<file path="src/rtl/wsc_pkg.sv">
// Shared types and helpers for the wolf/sheep/cabbage solver.
// Contents: state bit indices, item/error/FSM enums, and the is_safe /
// apply_move helpers. The environment's bench uses the same helpers.
package wsc_pkg;

  localparam int unsigned FARMER = 3;
  localparam int unsigned WOLF   = 2;
  localparam int unsigned SHEEP  = 1;
  localparam int unsigned CAB    = 0;

  typedef enum logic [1:0] {
    ITEM_NONE  = 2'd0,
    ITEM_WOLF  = 2'd1,
    ITEM_SHEEP = 2'd2,
    ITEM_CAB   = 2'd3
  } item_t;

  typedef enum logic [2:0] {
    ERR_EATEN    = 3'd0,
    ERR_STUCK    = 3'd1,
    ERR_TIMEOUT  = 3'd2,
    ERR_MISMATCH = 3'd3,
    ERR_LIMIT    = 3'd4
  } err_t;

  typedef enum logic [2:0] {
    S_IDLE,
    S_CHECK,
    S_ISSUE,
    S_WAIT_ACK,
    S_DONE,
    S_ERROR
  } fsm_t;

  // A bank without the farmer must not hold wolf+sheep or sheep+cab.
  function automatic logic is_safe(input logic [3:0] s);
    logic w_alone, s_alone, c_alone;
    w_alone = (s[WOLF]  != s[FARMER]);
    s_alone = (s[SHEEP] != s[FARMER]);
    c_alone = (s[CAB]   != s[FARMER]);
    return !((w_alone && s_alone) || (s_alone && c_alone));
  endfunction

  // Farmer crosses; the chosen item (if any) ends up on the farmer's new bank.
  function automatic logic [3:0] apply_move(input logic [3:0] s, input item_t it);
    logic [3:0] ns;
    ns         = s;
    ns[FARMER] = ~s[FARMER];
    case (it)
      ITEM_WOLF:  ns[WOLF]  = ~s[FARMER];
      ITEM_SHEEP: ns[SHEEP] = ~s[FARMER];
      ITEM_CAB:   ns[CAB]   = ~s[FARMER];
      default:    ;
    endcase
    return ns;
  endfunction

endpackage

</file>
<file path="src/rtl/wsc_solver_if.sv">
// Command/observation bus between the solver (master) and the wsc
// environment (slave).
//   state      : environment state [3] farmer [2] wolf [1] sheep [0] cab
//   move_valid : one-cycle command strobe
//   wolf/sheep/cab : item taken with the farmer; all zero = farmer alone
interface wsc_solver_if;
  logic [3:0] state;
  logic       move_valid;
  logic       wolf;
  logic       sheep;
  logic       cab;

  modport master (input state, output move_valid, output wolf, output sheep, output cab);
  modport slave  (output state, input move_valid, input wolf, input sheep, input cab);
endinterface

</file>
<file path="src/rtl/wsc_move_sel.sv">
// Combinational move picker.
//   state     : current puzzle state
//   last_item : item moved by the previous crossing (never moved straight back)
//   item      : selected item, ITEM_NONE = farmer crosses alone
//   legal     : a legal move was found
// Farmer on the far bank prefers crossing alone; otherwise the first legal
// of wolf, sheep, cab that is on the farmer's bank and leaves a safe state.
module wsc_move_sel
  import wsc_pkg::*;
(
  input  logic [3:0] state,
  input  item_t      last_item,
  output item_t      item,
  output logic       legal
);

  function automatic logic cand_ok(input logic [3:0] s, input item_t last,
                                   input item_t cand, input logic on_bank);
    return (cand != last) && (on_bank == s[FARMER]) && is_safe(apply_move(s, cand));
  endfunction

  always_comb begin
    item  = ITEM_NONE;
    legal = 1'b0;
    if (state[FARMER] && is_safe(apply_move(state, ITEM_NONE))) begin
      legal = 1'b1;
    end else if (cand_ok(state, last_item, ITEM_WOLF, state[WOLF])) begin
      item  = ITEM_WOLF;
      legal = 1'b1;
    end else if (cand_ok(state, last_item, ITEM_SHEEP, state[SHEEP])) begin
      item  = ITEM_SHEEP;
      legal = 1'b1;
    end else if (cand_ok(state, last_item, ITEM_CAB, state[CAB])) begin
      item  = ITEM_CAB;
      legal = 1'b1;
    end
  end

endmodule

</file>
<file path="src/rtl/wsc_solver.sv">
// Sequential initiator that solves the wolf/sheep/cabbage puzzle against
// the wsc environment, one crossing command at a time. The environment's
// state update acknowledges each command.
//   clk      : clock, rising edge
//   rst      : asynchronous active-low reset
//   start    : begin a solve (accepted in IDLE, DONE, ERROR)
//   bus      : command/state bus (master side)
//   busy     : solve in progress
//   done     : puzzle solved (sticky until next start)
//   error    : solve failed (sticky until next start)
//   err_code : failure reason (err_t encoding)
//   steps    : crossings acknowledged in this solve
module wsc_solver
  import wsc_pkg::*;
#(
  parameter int unsigned ACK_TIMEOUT = 16,
  parameter int unsigned MAX_STEPS   = 15,
  parameter int unsigned STEP_W      = 4
) (
  input  logic              clk,
  input  logic              rst,
  input  logic              start,
  wsc_solver_if.master      bus,
  output logic              busy,
  output logic              done,
  output logic              error,
  output logic [2:0]        err_code,
  output logic [STEP_W-1:0] steps
);

  localparam int unsigned       TMR_W    = $clog2(ACK_TIMEOUT + 1);
  localparam logic [TMR_W-1:0]  TMR_LAST = TMR_W'(ACK_TIMEOUT - 1);
  localparam logic [STEP_W-1:0] STEP_MAX = STEP_W'(MAX_STEPS);

  fsm_t             fsm;
  item_t            item_q;
  item_t            last_item;
  logic [3:0]       exp_state;
  logic [3:0]       prev_state;
  logic [TMR_W-1:0] timer;

  item_t            sel_item;
  logic             sel_legal;

  wsc_move_sel u_move_sel (
    .state     (bus.state),
    .last_item (last_item),
    .item      (sel_item),
    .legal     (sel_legal)
  );

  always_ff @(posedge clk or negedge rst) begin
    if (!rst) begin
      fsm            <= S_IDLE;
      item_q         <= ITEM_NONE;
      last_item      <= ITEM_NONE;
      exp_state      <= '0;
      prev_state     <= '0;
      timer          <= '0;
      bus.move_valid <= 1'b0;
      bus.wolf       <= 1'b0;
      bus.sheep      <= 1'b0;
      bus.cab        <= 1'b0;
      busy           <= 1'b0;
      done           <= 1'b0;
      error          <= 1'b0;
      err_code       <= '0;
      steps          <= '0;
    end else begin
      // Command strobe and item bits are only ever high for the ISSUE cycle.
      bus.move_valid <= 1'b0;
      bus.wolf       <= 1'b0;
      bus.sheep      <= 1'b0;
      bus.cab        <= 1'b0;

      case (fsm)
        S_IDLE, S_DONE, S_ERROR: begin
          if (start) begin
            steps     <= '0;
            err_code  <= '0;
            last_item <= ITEM_NONE;
            busy      <= 1'b1;
            done      <= 1'b0;
            error     <= 1'b0;
            fsm       <= S_CHECK;
          end
        end

        S_CHECK: begin
          if (!is_safe(bus.state)) begin
            err_code <= ERR_EATEN;
            error    <= 1'b1;
            busy     <= 1'b0;
            fsm      <= S_ERROR;
          end else if (bus.state == 4'b1111) begin
            done <= 1'b1;
            busy <= 1'b0;
            fsm  <= S_DONE;
          end else if (steps == STEP_MAX) begin
            err_code <= ERR_LIMIT;
            error    <= 1'b1;
            busy     <= 1'b0;
            fsm      <= S_ERROR;
          end else if (!sel_legal) begin
            err_code <= ERR_STUCK;
            error    <= 1'b1;
            busy     <= 1'b0;
            fsm      <= S_ERROR;
          end else begin
            item_q         <= sel_item;
            exp_state      <= apply_move(bus.state, sel_item);
            bus.move_valid <= 1'b1;
            bus.wolf       <= (sel_item == ITEM_WOLF);
            bus.sheep      <= (sel_item == ITEM_SHEEP);
            bus.cab        <= (sel_item == ITEM_CAB);
            fsm            <= S_ISSUE;
          end
        end

        S_ISSUE: begin
          prev_state <= bus.state;
          timer      <= '0;
          fsm        <= S_WAIT_ACK;
        end

        S_WAIT_ACK: begin
          // Priority: ack > mismatch > timeout.
          if (bus.state == exp_state) begin
            steps     <= steps + 1'b1;
            last_item <= item_q;
            fsm       <= S_CHECK;
          end else if (bus.state != prev_state) begin
            err_code <= ERR_MISMATCH;
            error    <= 1'b1;
            busy     <= 1'b0;
            fsm      <= S_ERROR;
          end else if (timer == TMR_LAST) begin
            err_code <= ERR_TIMEOUT;
            error    <= 1'b1;
            busy     <= 1'b0;
            fsm      <= S_ERROR;
          end else begin
            timer <= timer + 1'b1;
          end
        end

        default: fsm <= S_IDLE;
      endcase
    end
  end

endmodule

</file>
<file path="src/flat_wrapper.sv">
// flat-port wrapper written by rule: the top's interface ports become plain ports
module wsc_solver_flat import wsc_pkg::*;
#(
  parameter int unsigned ACK_TIMEOUT = 16,
  parameter int unsigned MAX_STEPS   = 15,
  parameter int unsigned STEP_W      = 4
)
  (clk, rst, start, busy, done, error, err_code, steps, bus_state, bus_move_valid, bus_wolf, bus_sheep, bus_cab);
  wsc_solver_if bus_i ();
  input  logic clk;
  input  logic rst;
  input  logic start;
  output logic busy;
  output logic done;
  output logic error;
  output logic [2:0] err_code;
  output logic [STEP_W-1:0] steps;
  input wire logic [$bits(bus_i.state)-1:0] bus_state;
  output wire logic [$bits(bus_i.move_valid)-1:0] bus_move_valid;
  output wire logic [$bits(bus_i.wolf)-1:0] bus_wolf;
  output wire logic [$bits(bus_i.sheep)-1:0] bus_sheep;
  output wire logic [$bits(bus_i.cab)-1:0] bus_cab;
  assign bus_i.state = bus_state;
  assign bus_move_valid = bus_i.move_valid;
  assign bus_wolf = bus_i.wolf;
  assign bus_sheep = bus_i.sheep;
  assign bus_cab = bus_i.cab;
  wsc_solver #(.ACK_TIMEOUT(ACK_TIMEOUT), .MAX_STEPS(MAX_STEPS), .STEP_W(STEP_W)) u_core (.clk(clk), .rst(rst), .start(start), .bus(bus_i), .busy(busy), .done(done), .error(error), .err_code(err_code), .steps(steps));
endmodule
</file>
<file path="config.mk">
export PLATFORM = sky130hd
export DESIGN_NAME = wsc_solver_flat
export DESIGN_NICKNAME = d
export VERILOG_FILES = /design/src/rtl/wsc_pkg.sv /design/src/rtl/wsc_solver_if.sv /design/src/rtl/wsc_move_sel.sv /design/src/rtl/wsc_solver.sv /design/src/flat_wrapper.sv
export SDC_FILE = /design/constraint.sdc
export NUM_CORES = 1
export LEC_CHECK = 0
export ABC_CLOCK_PERIOD_IN_PS = 5980
export CAP_MARGIN = 20
export CORE_ASPECT_RATIO = 0.8
export CORE_UTILIZATION = 61
export CTS_BUF_LIST = sky130_fd_sc_hd__clkbuf_8 sky130_fd_sc_hd__clkbuf_16
export DETAILED_ROUTE_END_ITERATION = 12
export PLACE_DENSITY = 0.93
export SLEW_MARGIN = 40
export SYNTH_ARGS = -nofsm -noshare
export SYNTH_HDL_FRONTEND = slang
export SYNTH_SLANG_ARGS = --single-unit
export TNS_END_PERCENT = 5
</file>
<file path="constraint.sdc">
create_clock -name clk -period 5.98 [get_ports clk]
set_clock_uncertainty 0.2 [all_clocks]
set_input_delay 1.196 -clock clk [delete_from_list [all_inputs] [get_ports clk]]
set_output_delay 1.196 -clock clk [all_outputs]
set_load 0.05 [all_outputs]
</file>
==> results by group <==
Setup path
  • CP max-delay cell: clkdlybuf4s50_1
  • Critical Path, Cell by Cell: clkdlybuf4s50_1 > ha_1 > or4_4 > o32ai_2 > nor2_2 > nand2b_1 > inv_1 > o22a_1
  • Critical Path End Type: flip-flop
  • Crit path DAT: 4.04 ns
  • FF-to-FF End: u_core.item_q[1]$_DFFE_PN0P_
  • CP bufs+invs: 2
  • Crit start category: input pin
  • Worst R2R Setup Slack: 3.70 ns
  • Slowest stage delay, CP: 0.90 ns
  • Critical path class: in -> reg
  • Reg2Reg Launch Point: u_core.last_item[0]$_DFFE_PN0P_
  • Worst r2r path cells: 6
  • WP data required: 5.96 ns
  • CP top delay family: buffers and inverters
  • Critical path peak fanout: 19

Clock network
  • Postcts setup bufs: 0
  • Insertion delay to the later sink of the worst-skew pair: 0.29 ns
  • CTS tree: done
  • Hold_buf cts: 0
  • Max H-tree Level: 2
  • Clock root buffer: clkbuf_8
  • Post_cts resized: 0
  • CTS Buffer Depth: 2
  • CTS sink cnt: 34
  • CTS Buf Count: 5
  • Clock slew at the register clock pins of the worst setup and hold paths: 0.07 ns

Power and ir drop
  • PwrDens: 435 mW/mm²
  • Leakage Power: 0.00100 µW
  • VDD IR-drop max: 0.000250 V

Detailed routing
  • DRC viols: 0
  • Initial DRC count: 81
  • DR vias: 1530
  • Per-cell routed wire length: 15.1 µm
  • Via-to-Cell Ratio: 5.82
  • Drt pass-1 iters: 4
  • Final antenna-violating net count: 0
  • WL final: 3980 µm

Global route
  • Gr usage total: 26.3%
  • Global-route wire length before repair: 6600 µm
  • Total gr overflow: 0
  • Initial antenna violation count: 0
  • Vias in the first global route: 1390
  • Largest net degree at the start of global routing: 35

Yosys
  • Register area share after synthesis: 41.9%
  • Yosys reg bits: 34
  • Synth Cell Area: 0.00203 mm²
  • Synth Area in Adders: 2.46%
  • XOR/XNOR Fraction of Synth Area: 4.74%
  • Cells after Synth: 205
  • Mapped Nets: 216
  • Post-synthesis simple-gate area fraction: 20.0%
  • YS warnings: 0
  • Synth Area in Compound Gates: 15.2%
  • Largest family of logic cells by synthesized area: simple AND/OR/NAND/NOR gates
  • Mapped Avg Cell Area: 9.91 µm²
  • Mux cell area share after synthesis: 8.75%
  • Synth cell types: 49

Placement
  • Placed Area: 0.00217 mm²
  • Port Buffer Count: 20
  • DP Cell Count: 255
  • GP Congestion: 0.866
  • DP HPWL: 2850 µm

Worst hold path
  • Hold endpoint: u_core.done$_DFFE_PN0P_
  • HP Class: reg -> reg
  • Hold Path Cell Cnt: 2
  • Hold Crit Start: u_core.done$_DFFE_PN0P_

Finish
  • Layout net count: 233
  • Share of layout cells above drive strength 1: 14.8%
  • Finished Layout Cells: 263
  • N_diodes: 0
  • Fill count: 230
  • Final Cell Area: 0.00228 mm²
  • Area delta synth->final: 12.1%

STA
  • Minimum clock period: 4.06 ns
  • Max Freq: 247 MHz
  • Final Setup Violations: 0
  • Unrepaired setup endpoints after global routing: no
  • Worst-margin pin slew: 0.708 ns
  • Hold slack: 0.294 ns
  • Final worst-path cycle share: 67.8%
  • Worst relative slew slack: 52.7%
  • Setup_tns: 0 ns
  • Final Slew Violations: 0
  • Final hold vios: 0

Run
  • Max_cap viols: 0

Die
  • Die X: 66.5 µm
  • Core Box Area: 0.00313 mm²
  • Starting Density: 64.9%
  • Die area: 0.00357 mm²
  • Num rows: 18
  • Top Ports: 21
  • Die height: 53.6 µm

Outcome
  • Status: finished clean
-- metrics by stage --
stage	worst slack [ns]	power (µW)	util [%]
5_1_grt	1.76	1060	72.7
4_1_cts	1.94	996	72.7
6_report	1.92	991	72.7
2_1_floorplan	2.79	694	-
3_3_place_gp	1.73	771	69.3
3_5_place_dp	1.65	790	69.3
-- report_power, final --
part	leakage, µW	switching (µW)	internal (µW)
Combinational	0.000510	245	173
Clock	0.0000607	79.1	121
Sequential	0.000433	62.2	311
-- worst min-delay path, cell delays in order (launching register included) --
cell	delay, ns
dfrtp_1	0.35
nand2_1	0.05
o21ai_0	0.06
-- Yosys cell counts (all sizes together) --
cell	number	area [µm²]
nor2b	2	12.5
o31ai	1	7.51
and2	1	6.26
ha	4	50.1
a211o	1	8.76
or3	1	6.26
nand3b	2	15.0
xnor2	5	43.8
nand2b	5	31.3
a22o	1	8.76
a22oi	1	7.51
buf	7	62.6
o22ai	1	6.26
a21oi	10	50.1
nor3	1	5.00
nand2	26	97.6
nand4	2	12.5
or2	1	6.26
o221ai	1	8.76
clkbuf	4	55.1
o21ai	17	96.4
mux2	10	128
or4	1	11.3
or2b	1	7.51
a21o	1	7.51
a21boi	2	26.3
mux2i	5	50.1
nand3	6	30.0
a221oi	1	8.76
o31a	1	10.0
a211oi	1	20.0
o22a	2	18.8
nor2	24	97.6
xor2	6	52.6
dfrtp	34	851
o21a	1	7.51
o32ai	1	16.3
nor4	2	25.0
and2b	1	7.51
and3	5	35.0
inv	6	22.5
-- routing by layer --
metal	vias up	part of all wire (%)	global-route usage (%)
met5	-	0	0
met3	10	5.6	7.84
met2	49	48	41.7
met1	729	45	34.0
li1	742	-	-
met4	0	2.0	11.3
-- cells in the final DEF, fill, tap and decap left out, types with 2 or more instances in the layout --
master,instances
clkbuf_8,5
nor2b_1,2
a21oi_1,10
dfrtp_1,34
nor4_2,2
nand3_1,6
o21ai_0,16
xor2_1,6
mux2_2,6
nor2_1,21
clkdlybuf4s50_1,20
mux2i_1,5
and3_2,3
nand3b_1,2
mux2_4,4
nand2b_1,5
nand2_1,26
and3_1,2
inv_1,8
ha_1,4
xnor2_1,5
nor2_2,3
nand4_1,2
-- flip-flops by register name, summed over array words and instances (netlist names) --
register and flops:
u_core.busy 1, u_core.last_item 2, u_core.fsm 3, u_core.bus.wolf 1
u_core.prev_state 4, u_core.exp_state 4, u_core.error 1, u_core.bus.move_valid 1
u_core.item_q 2, u_core.bus.cab 1, u_core.err_code 3, u_core.steps 4
u_core.timer 5, u_core.done 1, u_core.bus.sheep 1
-- area by class of cell --
class	instances	area [µm²]	share of cell area (%)
Inverter	6	22.5	0.989
Clock inverter	3	37.5	1.65
Clock buffer	5	68.8	3.02
Tap cell	40	50.0	2.20
Sequential cell	34	851	37.4
Timing Repair Buffer	21	208	9.12
Multi-Input combinational cell	154	1040	45.7
-- how the worst max path moves through the flow --
stage                                                 to          from  depth (start not counted)  slack [ns]
after floorplan           u_core.err_code[0]$_DFFE_PN0P_  bus_state[2]                          8        2.79
after global placement      u_core.item_q[1]$_DFFE_PN0P_  bus_state[3]                          8        1.73
after detailed placement    u_core.item_q[1]$_DFFE_PN0P_  bus_state[3]                          8        1.65
after CTS                   u_core.item_q[1]$_DFFE_PN0P_  bus_state[3]                          8        1.94
after global routing        u_core.item_q[1]$_DFFE_PN0P_  bus_state[3]                          8        1.76
final                       u_core.item_q[1]$_DFFE_PN0P_  bus_state[3]                          8        1.92
-- cells by family (layout without fill, tap and decap cells) --
group	after synthesis	in the layout
and+or+nand+nor	81	81
adders and majority gates	4	4
DFF	34	34
AOI/OAI and AO/OA	43	43
muxes	15	15
buffers and inverters	17	35
xor gates and xnor gates	11	11
Note: power is estimated with default switching activity, not from simulation.
